$ cat src/rtl/leb128_u32_arb_enc.sv
// leb128_u32_arb_enc
//   Shared LEB128 encoder front-end. Round-robin arbitration among NREQ
//   producers of unsigned 32-bit values. One value is accepted at a time,
//   packed into 1..5 LEB128 bytes, and serialized onto a single valid/ready
//   byte stream tagged with the source requester ID.
//
// Ports
//   clk        clock, all state on the rising edge
//   rst        asynchronous active-high reset
//   req_valid  per-requester value valid                     [NREQ]
//   req_data   per-requester value, requester i at [32i+:32] [32*NREQ]
//   req_ready  per-requester accept, at most one bit high    [NREQ]
//   out_valid  output byte valid
//   out_data   LEB128 byte
//   out_last   final byte of the current value
//   out_id     requester whose value is being emitted        [IDW]
//   out_ready  downstream accepts byte
//   busy       a value is held (state EMIT)
module leb128_u32_arb_enc #(
  parameter int NREQ = 4,
  parameter int IDW  = (NREQ > 1) ? $clog2(NREQ) : 1
) (
  input  logic                 clk,
  input  logic                 rst,
  input  logic [NREQ-1:0]      req_valid,
  input  logic [32*NREQ-1:0]   req_data,
  output logic [NREQ-1:0]      req_ready,
  output logic                 out_valid,
  output logic [7:0]           out_data,
  output logic                 out_last,
  output logic [IDW-1:0]       out_id,
  input  logic                 out_ready,
  output logic                 busy
);

  typedef enum logic {IDLE, EMIT} state_t;

  state_t           state_reg;
  logic [7:0]       byte_reg [5];
  logic [2:0]       len_reg;
  logic [2:0]       idx_reg;
  logic [IDW-1:0]   id_reg;
  logic [IDW-1:0]   rr_reg;

  logic [IDW-1:0]   grant;
  logic             any_valid;
  logic             accept_win;
  logic             transfer;
  logic [31:0]      sel_data;
  logic [6:0]       chunk [5];
  logic [4:0]       chunk_nz;
  logic [7:0]       byte_next [5];
  logic [2:0]       len_next;
  logic [IDW-1:0]   rr_next;

  // Round-robin grant: scan offsets from highest to lowest so the valid
  // requester closest at-or-after the pointer is the one left standing.
  always_comb begin
    int cand;
    logic [IDW-1:0] cand_id;
    grant     = '0;
    any_valid = 1'b0;
    cand      = 0;
    cand_id   = '0;
    for (int off = NREQ - 1; off >= 0; off--) begin
      cand = int'(rr_reg) + off;
      if (cand >= NREQ) cand = cand - NREQ;
      cand_id = IDW'(cand);
      if (req_valid[cand_id]) begin
        grant     = cand_id;
        any_valid = 1'b1;
      end
    end
  end

  assign rr_next = (grant == IDW'(NREQ - 1)) ? '0 : grant + 1'b1;

  // Accept window also opens on the final-byte handshake so back-to-back
  // values leave no bubble. Held closed during reset.
  assign accept_win = !rst && ((state_reg == IDLE) || (out_ready && out_last));
  assign transfer   = accept_win && any_valid;

  genvar gi;
  generate
    for (gi = 0; gi < NREQ; gi++) begin : g_ready
      assign req_ready[gi] = transfer && (grant == IDW'(gi));
    end
  endgenerate

  // Packer works only on the granted value; req_data of other requesters
  // never reaches the output path.
  assign sel_data = req_data[32*grant +: 32];

  generate
    for (gi = 0; gi < 5; gi++) begin : g_chunk
      if (gi < 4) begin : g_low
        assign chunk[gi] = sel_data[7*gi +: 7];
      end else begin : g_top
        assign chunk[gi] = {3'b000, sel_data[31:28]};
      end
      assign chunk_nz[gi]  = |chunk[gi];
      // Continuation bit set on every byte except the last one.
      assign byte_next[gi] = {(3'(gi) < (len_next - 3'd1)), chunk[gi]};
    end
  endgenerate

  always_comb begin
    len_next = 3'd1;
    if      (chunk_nz[4]) len_next = 3'd5;
    else if (chunk_nz[3]) len_next = 3'd4;
    else if (chunk_nz[2]) len_next = 3'd3;
    else if (chunk_nz[1]) len_next = 3'd2;
  end

  always_ff @(posedge clk or posedge rst) begin
    if (rst) begin
      state_reg <= IDLE;
      len_reg   <= 3'd0;
      idx_reg   <= 3'd0;
      id_reg    <= '0;
      rr_reg    <= '0;
      for (int k = 0; k < 5; k++) byte_reg[k] <= 8'h00;
    end else begin
      if (transfer) begin
        for (int k = 0; k < 5; k++) byte_reg[k] <= byte_next[k];
        len_reg   <= len_next;
        idx_reg   <= 3'd0;
        id_reg    <= grant;
        rr_reg    <= rr_next;
        state_reg <= EMIT;
      end else if (state_reg == EMIT && out_ready) begin
        if (out_last) state_reg <= IDLE;
        else          idx_reg   <= idx_reg + 3'd1;
      end
    end
  end

  // Outputs decode directly from registers; forced to zero in IDLE.
  assign busy      = (state_reg == EMIT);
  assign out_valid = busy;
  assign out_data  = busy ? byte_reg[idx_reg] : 8'h00;
  assign out_last  = busy && (idx_reg == len_reg - 3'd1);
  assign out_id    = busy ? id_reg : '0;

endmodule

$ cat config.mk
export PLATFORM = sky130hd
export DESIGN_NAME = leb128_u32_arb_enc
export DESIGN_NICKNAME = d
export VERILOG_FILES = /design/src/rtl/leb128_u32_arb_enc.sv
export SDC_FILE = /design/constraint.sdc
export NUM_CORES = 1
export LEC_CHECK = 0
export BUFFER_PORTS_ARGS = -buffer_cell sky130_fd_sc_hd__buf_2
export CORE_MARGIN = 4
export CORE_UTILIZATION = 44
export CTS_CLUSTER_SIZE = 24
export DETAILED_ROUTE_END_ITERATION = 10
export MAX_ROUTING_LAYER = met4
export PLACE_DENSITY = 0.75
export SYNTH_ARGS = -nofsm -noshare
export SYNTH_HDL_FRONTEND = slang
export SYNTH_SLANG_ARGS = --single-unit
$ cat constraint.sdc
create_clock -name clk -period 3.65 [get_ports clk]
set_input_delay 0.365 -clock clk [delete_from_list [all_inputs] [get_ports clk]]
set_output_delay 0.365 -clock clk [all_outputs]
set_load 0.1 [all_outputs]
==> results of run 1 <==
## placed cells by master (no fill, tap or decap), drive strengths merged, types with 3 or more instances in the layout
cell type    n
nand2       53
a31oi        4
o21ai       45
nand2b       9
nand4        3
buf        165
a21oi        3
and3         5
a21boi       5
inv          9
xor2         5
mux4         8
nor2b        4
nor2        13
mux2        32
dfrtp       48
clkbuf       7
mux2i       58
ha           7
and2         3
nand3        7
## per-stage QoR
stage                       util  std cells
final                     0.5827        614
after global routing      0.5827        614
after CTS                 0.5776        611
after detailed placement  0.5652        604
after global placement    0.5652        604
after floorplan                -        366
## metal layers
| layer | wire, um | vias up | share of wire |
|---|---|---|---|
| met5 | 0 | - | 0 |
| met4 | 165 | 0 | 0.018 |
| met3 | 545 | 14 | 0.059 |
| met2 | 4684 | 111 | 0.51 |
| met1 | 3785 | 1476 | 0.41 |
| li1 | - | 1601 | - |
## worst min path at each step
stage	from	to	slack [ps]	cells after the start
6_report	rst	rr_reg[0]	300	2
5_1_grt	rst	id_reg[1]	370	2
4_1_cts	rst	id_reg[1]	330	2
3_5_place_dp	id_reg[0]	id_reg[0]	460	2
3_3_place_gp	byte_reg[10]	byte_reg[10]	460	2
2_1_floorplan	id_reg[1]	id_reg[1]	440	2
## cells by family after synthesis
family,synth area share
DFF,0.3359
AOI/OAI and AO/OA,0.1095
buffers and inverters,0.05913
and+or+nand+nor,0.1403
adders and majority gates,0.02449
xor gates and xnor gates,0.01715
muxes,0.3135
## power breakdown
part	internal [uW]	switching [uW]	leakage, uW
logic	949	1770	0.00166
registers	783	233	0.000584
clock network	169	169	0.0000503
## final cells by class
| type | count | area, sq um | share of cell area |
|---|---|---|---|
| Multi-Input combinational cell | 283 | 2180 | 0.4791 |
| Timing Repair Buffer | 165 | 910.9 | 0.2002 |
| Clock buffer | 7 | 96.34 | 0.02118 |
| Inverter | 9 | 33.78 | 0.007426 |
| Tap cell | 102 | 127.6 | 0.02805 |
| Sequential cell | 48 | 1201 | 0.2640 |
## worst reg2reg max path: cells and delay by family (launching register included)
family,cells,cell delay (ps)
mux,2,410
fa+ha+maj,1,250
compound gates,4,910
buf+inv,1,200
simple gates,5,1130
flops,1,440
## cells in the mapped netlist (all sizes together) (4+ instances only)
cell type / instances / share of area
a21boi: 5 / 0.010
xor2: 5 / 0.012
nand2: 53 / 0.056
and3: 5 / 0.0087
a31oi: 4 / 0.0070
clkbuf: 13 / 0.014
inv: 9 / 0.0094
nand3: 7 / 0.0098
ha: 7 / 0.024
buf: 13 / 0.036
mux2i: 58 / 0.16
nor2: 13 / 0.014
mux4: 8 / 0.050
mux2: 32 / 0.10
nand2b: 9 / 0.018
o21ai: 45 / 0.063
dfrtp: 48 / 0.34
nor2b: 4 / 0.0070
## what timing repair did
action,in CTS,in global routing
endpoints found under the setup margin,0,5
gates resized for setup,0,1
setup buffers,0,3
==> metrics, run 1 <==
clock buffer depth=2; fin nets=654; cell area after layout=4549 sq um; CTS sink cnt=48; Max VDD drop=0.0004709 V; Inserted Clock Buffers=5; Slew HR=0.3341; Buffers on Ports=151; outcome=complete, no violations; max_cap viols=0; CTS tree=built; Pre-antenna DRT Iters=4; reg2reg start=rr_reg[1]; GR Layer Usage met1=0.2469; worst-path cell chain=a21o_1, a21oi_1, o22a_4, buf_12, mux2i_1, mux2_2, nand4_2, or2_1, nor2_1, nor2_1, ha_1, or4_1, a221o_1; Startpoint Class=flop; Arr. time, crit path=roughly 3600 ps; # setup viols final=0; Setup WS post-layout=209.6 ps; initial antenna violation count=0; Async SR Flop Fraction=1.000; slowest CP cell=or4_1; Final Cycle Share=0.9426; setup_tns=0 ps; RD Place Congestion=0.8218; Tmin final=3440 ps; max incr delay on CP=540 ps; global-route total usage across every layer=0.1992; post-route ant nets=0; ant diodes=0; post-synthesis sequential area ratio=0.3359; global route hottest layer=met2; vias in the first global route=between 3000 and 4000; Hold WC Path Type=in2async; hold-fix buffers at CTS=0; Tot Pwr=between 4000 and 5000 uW; reg2reg end=byte_reg[39]; Power Density=896.0 nW/um^2; std cell rows=32; unrepaired setup endpoints after global routing=false; WL/cell=roughly 15 um; pre-CTS setup slack=between 80 and 90 ps; DIE WIDTH=just under 100 um; die area=9633 sq um; grt ovf=0; Clock Latency Late Sink=300 ps; Worst-Margin Slew=roughly 1000 ps; net count after synthesis=508; CP dominant cell by count=nor2_1; DR vias/cell=approximately 5.2; post-synth cell types=44; IO Pins=152; EDFF count, synth=0; worst-path maximum fanout=17; Crit Path Class=reg2reg; largest net degree at the start of global routing=49; Cells after Synth=between 300 and 400; synth-to-layout area growth=27.22%; critical path capture point=byte_reg[39]; initial core utilization=0.4580; die height=between 90 and 100 um; H-tree lvl count=2; Reg2Reg Depth=13; kind of cell adding the most delay to the critical path=simple AND/OR/NAND/NOR gates; FF+latch count, synth=48; Synth Warn #=0; Routed WL=9181 um; clock-pin slew on the worst setup and hold paths=around 80 ps; count of pins over their slew limit=0; Post-Syn Area=3576 sq um; max reg flops=37; Fill cells=723; Synth Area per Inst=9.770 sq um; vias post-DR=3202; Max Clock Freq=290.7 MHz; Top FF cell, synth=dfrtp_1; worst hold slack=302.4 ps; dpl cell area=4413 sq um; layout cells sized above 1=0.4316; Setup Skew=6.387 ps; reg2reg setup slack=about 210 ps; global-route wire length before repair=15200 um; Worst setup startpoint=rr_reg[1]; core area=roughly 7800 sq um; CP required=about 3800 ps; leakage power=between 0.002 and 0.0025 uW; DPL Wire Length=7426 um; met3 Usage GRT=0.03857; Critical Path Stages=13; Root Driver=clkbuf_8; global-route track usage on met2=0.3356; Hold Violations, Final=0; DRC Markers=0; Bufs and invs on worst path=1; crit end category=flop; Iteration-0 DRC Markers=111
(Power assumes the default switching activity.)
==> run 2, diff against run 1 <==
CORE_MARGIN = not set   (was 4)
MAX_ROUTING_LAYER = not set   (was met4)
==> run 2 against run 1 <==
Net effect: combinational power is 1% lower; sequential power hardly changed; sequential cell count stayed put; count of clock-buffer cells in the layout stayed put; core utilization is 0.22 points lower; power is 1.0% higher; clock skew is 1.3 ps lower; sequential share of layout area is 0.10 points higher; critical path depth is 1 lower; first-iteration DRC count stayed put; design area is 0.38% lower; critical path type unchanged.
==> metrics, run 2 (synthesized netlist as in run 1, its figures left out) <==
Max VDD drop=0.0003925 V (-17%); Max Clock Freq=291.5 MHz (+0.30%); crit end category=flop; initial antenna violation count=0 (unchanged); Tmin final=3430 ps (-10.16 ps); DPL Wire Length=7031 um (-5.3%); commonest non-fill, non-tap cell in the layout=buf_2; CP required=3850 ps (about the same); Worst-Margin Slew=967.1 ps (-30.36 ps); outcome=complete, no violations; fin nets=651 (-0.46%); most frequent cells in the layout=buf_2, mux2i_1, nand2_1; Routed WL=8590 um (-6.4%); share of power burned in registers=0.246 (-0.003); Crit Path Class=reg2reg; IO Pins=152 (unchanged); initial core utilization=0.4580 (unchanged); slowest CP cell=or4_1; synth-to-layout area growth=26.73%; Bufs and invs on worst path=1 (unchanged); max incr delay on CP=530 ps (about the same); vias in the first global route=3079 (-4.8%); Setup WS post-layout=219.8 ps (+10.16 ps); internal power=1942 uW (+2.2%); Sw Share=0.5282 (-0.005489); global-route wire length before repair=13990 um (-7.9%); pre-CTS setup slack=131.6 ps (+43.13 ps); std cell rows=32 (unchanged); unrepaired setup endpoints after global routing=false; worst-path cell chain=a21o_1, a21oi_1, o22a_4, buf_4, mux2i_1, mux2_2, nand4_2, nor3_2, o31ai_1, ha_1, or4_1, a221o_1; Clock Latency Late Sink=310 ps (about the same); worst-path maximum fanout=12 (-5); vias post-DR=3172 (-0.94%); Comb power frac=0.652 (-0.016); DR vias/cell=5.183 (-0.61%); net switching component of the power=2175 uW (about the same); Fill cells=698 (-3.5%); Clk network pwr share=0.103 (+0.020); max reg flops=37 (unchanged); Setup Skew=5.119 ps (-1.268 ps); Final Cycle Share=0.9398 (-0.002783); max_cap viols=0 (unchanged); kind of cell adding the most delay to the critical path=compound AO/OA/AOI/OAI gates; Post-CTS Setup Bufs=0 (unchanged); ant diodes=0 (unchanged); Buffers on Ports=151 (unchanged); clock-pin slew on the worst setup and hold paths=90 ps (about the same); post-route ant nets=0 (unchanged); largest net degree at the start of global routing=49 (unchanged); DIE WIDTH=92.15 um (-6.1%); Startpoint Class=flop; Power Density=908.5 nW/um^2 (+1.4%); grt ovf=0 (unchanged); WL/cell=14.04 um (-6.1%); leakage power=0.002288 uW (-0.42%); H-tree lvl count=2 (unchanged); # setup viols final=0 (unchanged); core area=7807 sq um (unchanged); count of pins over their slew limit=0 (unchanged); Iteration-0 DRC Markers=111 (unchanged); DRC Markers=0 (unchanged); Hold WC Path Type=in2async; die area=8492 sq um (-12%); Inserted Clock Buffers=5 (unchanged); Arr. time, crit path=3630 ps (about the same); Pre-antenna DRT Iters=4 (unchanged); CTS tree=built; global-route total usage across every layer=0.2124 (+0.01318); Hold Violations, Final=0 (unchanged); die height=92.15 um (-6.1%); CTS sink cnt=48 (unchanged); clock buffer depth=2 (unchanged); RD Place Congestion=0.8469 (+3.1%); layout cells sized above 1=0.4294 (-0.002229); Root Driver=clkbuf_8; Slew HR=0.3543 (+0.02027); Tot Pwr=4117 uW (+1.0%)
-- run 2: cell count changes in the layout (fill, tap and decap cells not counted) --
| cell | before | now |
|---|---|---|
| buf_12 | 4 | 2 |
| buf_4 | 10 | 9 |
| bufinv_16 | 0 | 1 |
-- run 2: worst paths after layout --
check | endpoint | slack, ps | depth (start not counted) | start
worst min register to register | byte_reg[28] | 480 | 2 | byte_reg[28]
min in group clk | busy | 440 | 3 | rst
worst max-delay path | byte_reg[39] | 220 | 12 | rr_reg[1]
max in group asynchronous | byte_reg[8] | 2760 | 2 | rst
worst min-delay path | id_reg[1] | 280 | 2 | rst
worst max register to register | byte_reg[39] | 220 | 12 | rr_reg[1]
-- run 2: repair_timing --
item,in CTS,in global routing
hold buffers,0,0
setup endpoints to repair,0,2
endpoints found under the hold margin,0,0
gates resized for setup,0,1
-- run 2: cell type report --
cell class                      count  area, sq um  area share
Multi-Input combinational cell    283         2180      0.4809
Sequential cell                    48         1201      0.2650
Timing Repair Buffer              162        863.3      0.1905
Tap cell                          102        127.6     0.02816
Clock buffer                        7        96.34     0.02126
Inverter                            9        33.78    0.007454
Clock inverter                      1        30.03    0.006626
-- run 2: power by group through the flow --
| stage | sequential (uW) | combinational (uW) | clock, uW |
|---|---|---|---|
| 2_1_floorplan | 928 | 2270 | 0 |
| 4_1_cts | 1010 | 2700 | 424 |
| 5_1_grt | 1050 | 2890 | 448 |
| 3_5_place_dp | 1020 | 2690 | 0 |
| 6_report | 1010 | 2680 | 423 |
| 3_3_place_gp | 1010 | 2650 | 0 |
-- run 2: worst reg2reg max path, cell delays in order, from the launching register on --
cell	delay (ps)
dfrtp_1	440
a21o_1	170
a21oi_1	180
o22a_4	200
buf_4	230
mux2i_1	220
mux2_2	200
nand4_2	120
nor3_2	260
o31ai_1	170
ha_1	280
or4_1	530
a221o_1	300
-- run 2: routing by layer --
metal | routed length (um) | global-route usage | vias to the layer above
met5 | 0 | 0 | -
met4 | 230 | 0.07422 | 0
met3 | 371 | 0.04312 | 20
met2 | 4313 | 0.3650 | 100
met1 | 3674 | 0.2643 | 1465
li1 | - | - | 1587
-- run 2: metrics by stage --
stage	util	area [sq um]	TNS [ps]	instances	hold slack, ps
floorplan	-	3576	-815.5	366	441.8
global placement	0.5636	4400	0	604	457.4
detailed placement	0.5636	4400	0	604	467.7
CTS	0.5798	4527	0	612	323.6
global route	0.5804	4532	0	612	381.5
finish	0.5804	4532	0	612	283.0
==> run 3, diff against run 2 <==
RECOVER_POWER = 50   (was not set)
==> run 3 against run 2 <==
Net effect: count of clock-buffer cells in the layout stayed put; the flow now finishes with violations (capacitance limit, slew limit); core utilization fell by 0.064 points; sequential share of layout area hardly changed; die area unchanged; fmax is 0.12% lower; first-iteration DRC count shrank 1.8%; sequential power about the same; sequential cell count is the same; wire length grew 0.21%; register-to-register slack is essentially flat; non-clock buffer count unchanged.
==> metrics, run 3 (synthesized netlist as in run 1, its figures left out) <==
most frequent cells in the layout=buf_2, mux2i_1, nand2_1; failing checks=capacitance limit, slew limit; ant diodes=0 (unchanged); initial core utilization=0.4580 (unchanged); Worst-Margin Slew=1767 ps (+800.1 ps); Reg2Reg Depth=12 (unchanged); std cell rows=32 (unchanged); CP required=3850 ps (about the same); Hold Violations, Final=0 (unchanged); cell area after layout=4527 sq um (-0.11%); IO Pins=152 (unchanged); slowest CP cell=or4_1; Bufs and invs on worst path=1 (unchanged); max incr delay on CP=530 ps (about the same); Final Cycle Share=0.9409 (+0.001103); global-route wire length before repair=13990 um (unchanged); Crit Path Class=reg2reg; kind of cell adding the most delay to the critical path=compound AO/OA/AOI/OAI gates; global-route track usage on met2=0.3650 (unchanged); Clock Latency Late Sink=310 ps (about the same); Arr. time, crit path=3630 ps (about the same); vias in the first global route=3079 (unchanged); Max VDD drop=0.0003923 V (about the same); fin nets=651 (unchanged); GR Layer Usage met1=0.2643 (unchanged); clock buffer depth=2 (unchanged); hold-fix buffers at CTS=0 (unchanged); Startpoint Class=flop; Root Driver=clkbuf_8; worst-path maximum fanout=12 (unchanged); leakage power=0.002278 uW (-0.43%); Tmin final=3434 ps (+4.025 ps); Buffers on Ports=151 (unchanged); DIE WIDTH=92.15 um (unchanged); Slew HR=-0.1794 (-0.5337); Max Clock Freq=291.2 MHz (-0.12%); CTS sink cnt=48 (unchanged); max reg flops=37 (unchanged); Final Util=0.5798 (-0.0006410); clock-pin slew on the worst setup and hold paths=90 ps (about the same); hold path depth=3; WL/cell=14.07 um (+0.21%); count of pins over their slew limit=49 (+49); reg2reg start=rr_reg[1]; Pre-antenna DRT Iters=4 (unchanged); DR vias/cell=5.178 (about the same); CTS tree=built; Setup Skew=5.619 ps (+0.4997 ps); DRC Markers=0 (unchanged); global route hottest layer=met2; DPL Wire Length=7031 um (unchanged); worst min-delay path startpoint=rst; post-route ant nets=0 (unchanged); outcome=finished with violations; core area=7807 sq um (unchanged); die area=8492 sq um (unchanged); vias post-DR=3169 (-0.095%); Iteration-0 DRC Markers=109 (-1.8%); reg2reg setup slack=220 ps (about the same); met3 Usage GRT=0.04312 (unchanged); dpl cell area=4400 sq um (unchanged); commonest non-fill, non-tap cell in the layout=buf_2; reg2reg end=byte_reg[39]; die height=92.15 um (unchanged); hold-critical path endpoint=busy; global-route total usage across every layer=0.2124 (unchanged); crit end category=flop; Hold WC Path Type=in2reg; layout cells sized above 1=0.4196 (-0.009804); worst-path cell chain=a21o_1, a21oi_1, o22a_4, buf_4, mux2i_1, mux2_2, nand4_2, nor3_2, o31ai_1, ha_1, or4_1, a221o_1; # setup viols final=0 (unchanged); Routed WL=8608 um (+0.21%); initial antenna violation count=0 (unchanged); Inserted Clock Buffers=5 (unchanged); largest net degree at the start of global routing=49 (unchanged); Power Density=908.4 nW/um^2 (about the same); H-tree lvl count=2 (unchanged); grt ovf=0 (unchanged); RD Place Congestion=0.8469 (unchanged); unrepaired setup endpoints after global routing=false; synth-to-layout area growth=26.59%; max_cap viols=1 (+1)
run 3: changes by cell type in the layout (fill, tap and decap cells not counted):
cell,before,now
buf_2,151,147
and2_1,3,2
inv_1,7,8
inv_2,2,1
clkbuf_1,0,4
and2_0,0,1
run 3: metrics by stage:
step	setup slack, ps	power [uW]	setup TNS, ps	cells	hold WS, ps
after floorplan	-163.1	3198	-815.5	366	441.8
after global placement	211.0	3662	0	604	457.4
after detailed placement	131.6	3719	0	604	467.7
after CTS	197.6	4138	0	612	323.6
after global routing	3.041	4383	0	612	434.2
final	215.7	4112	0	612	431.4
run 3: metal layers:
layer / share of wire / vias to the layer above
met2: 0.50 / 103
met3: 0.045 / 20
met4: 0.027 / 0
met1: 0.43 / 1459
met5: 0 / -
li1: - / 1587
run 3: cell type report:
class | instances | area (sq um)
Tap cell | 102 | 127.6
Clock buffer | 7 | 96.34
Multi-Input combinational cell | 283 | 2180
Sequential cell | 48 | 1201
Inverter | 9 | 33.78
Timing Repair Buffer | 162 | 858.3
Clock inverter | 1 | 30.03
Fill cell | 697 | 3281
run 3: worst max-delay path by stage:
stage,from,endpoint,slack (ps),cells after the start
floorplan,busy,out_data[0],-160,2
global placement,req_valid[0],byte_reg[39],210,13
detailed placement,req_valid[0],byte_reg[39],130,13
CTS,rr_reg[1],byte_reg[39],200,12
global route,rr_reg[1],byte_reg[39],3,12
finish,rr_reg[1],byte_reg[39],220,12
run 3: worst register-to-register path: cells and delay by family, from the launching register on:
kind                     cells  cell delay [ps]
flip-flops                   1              440
multiplexers                 2              420
adder cells (fa/ha/maj)      1              280
buffers and inverters        1              230
AO/OA/AOI/OAI                5             1020
AND/OR/NAND/NOR              3              910
run 3: timing repair:
| action | 4_1_cts | 5_1_grt |
|---|---|---|
| resized for setup | 0 | 1 |
| setup buffers | 0 | 0 |
| setup endpoints to repair | 0 | 2 |
run 3: power by group:
part	total [uW]	internal, uW	switching [uW]
clock network	421	242	179
logic	2680	912	1770
registers	1010	783	228
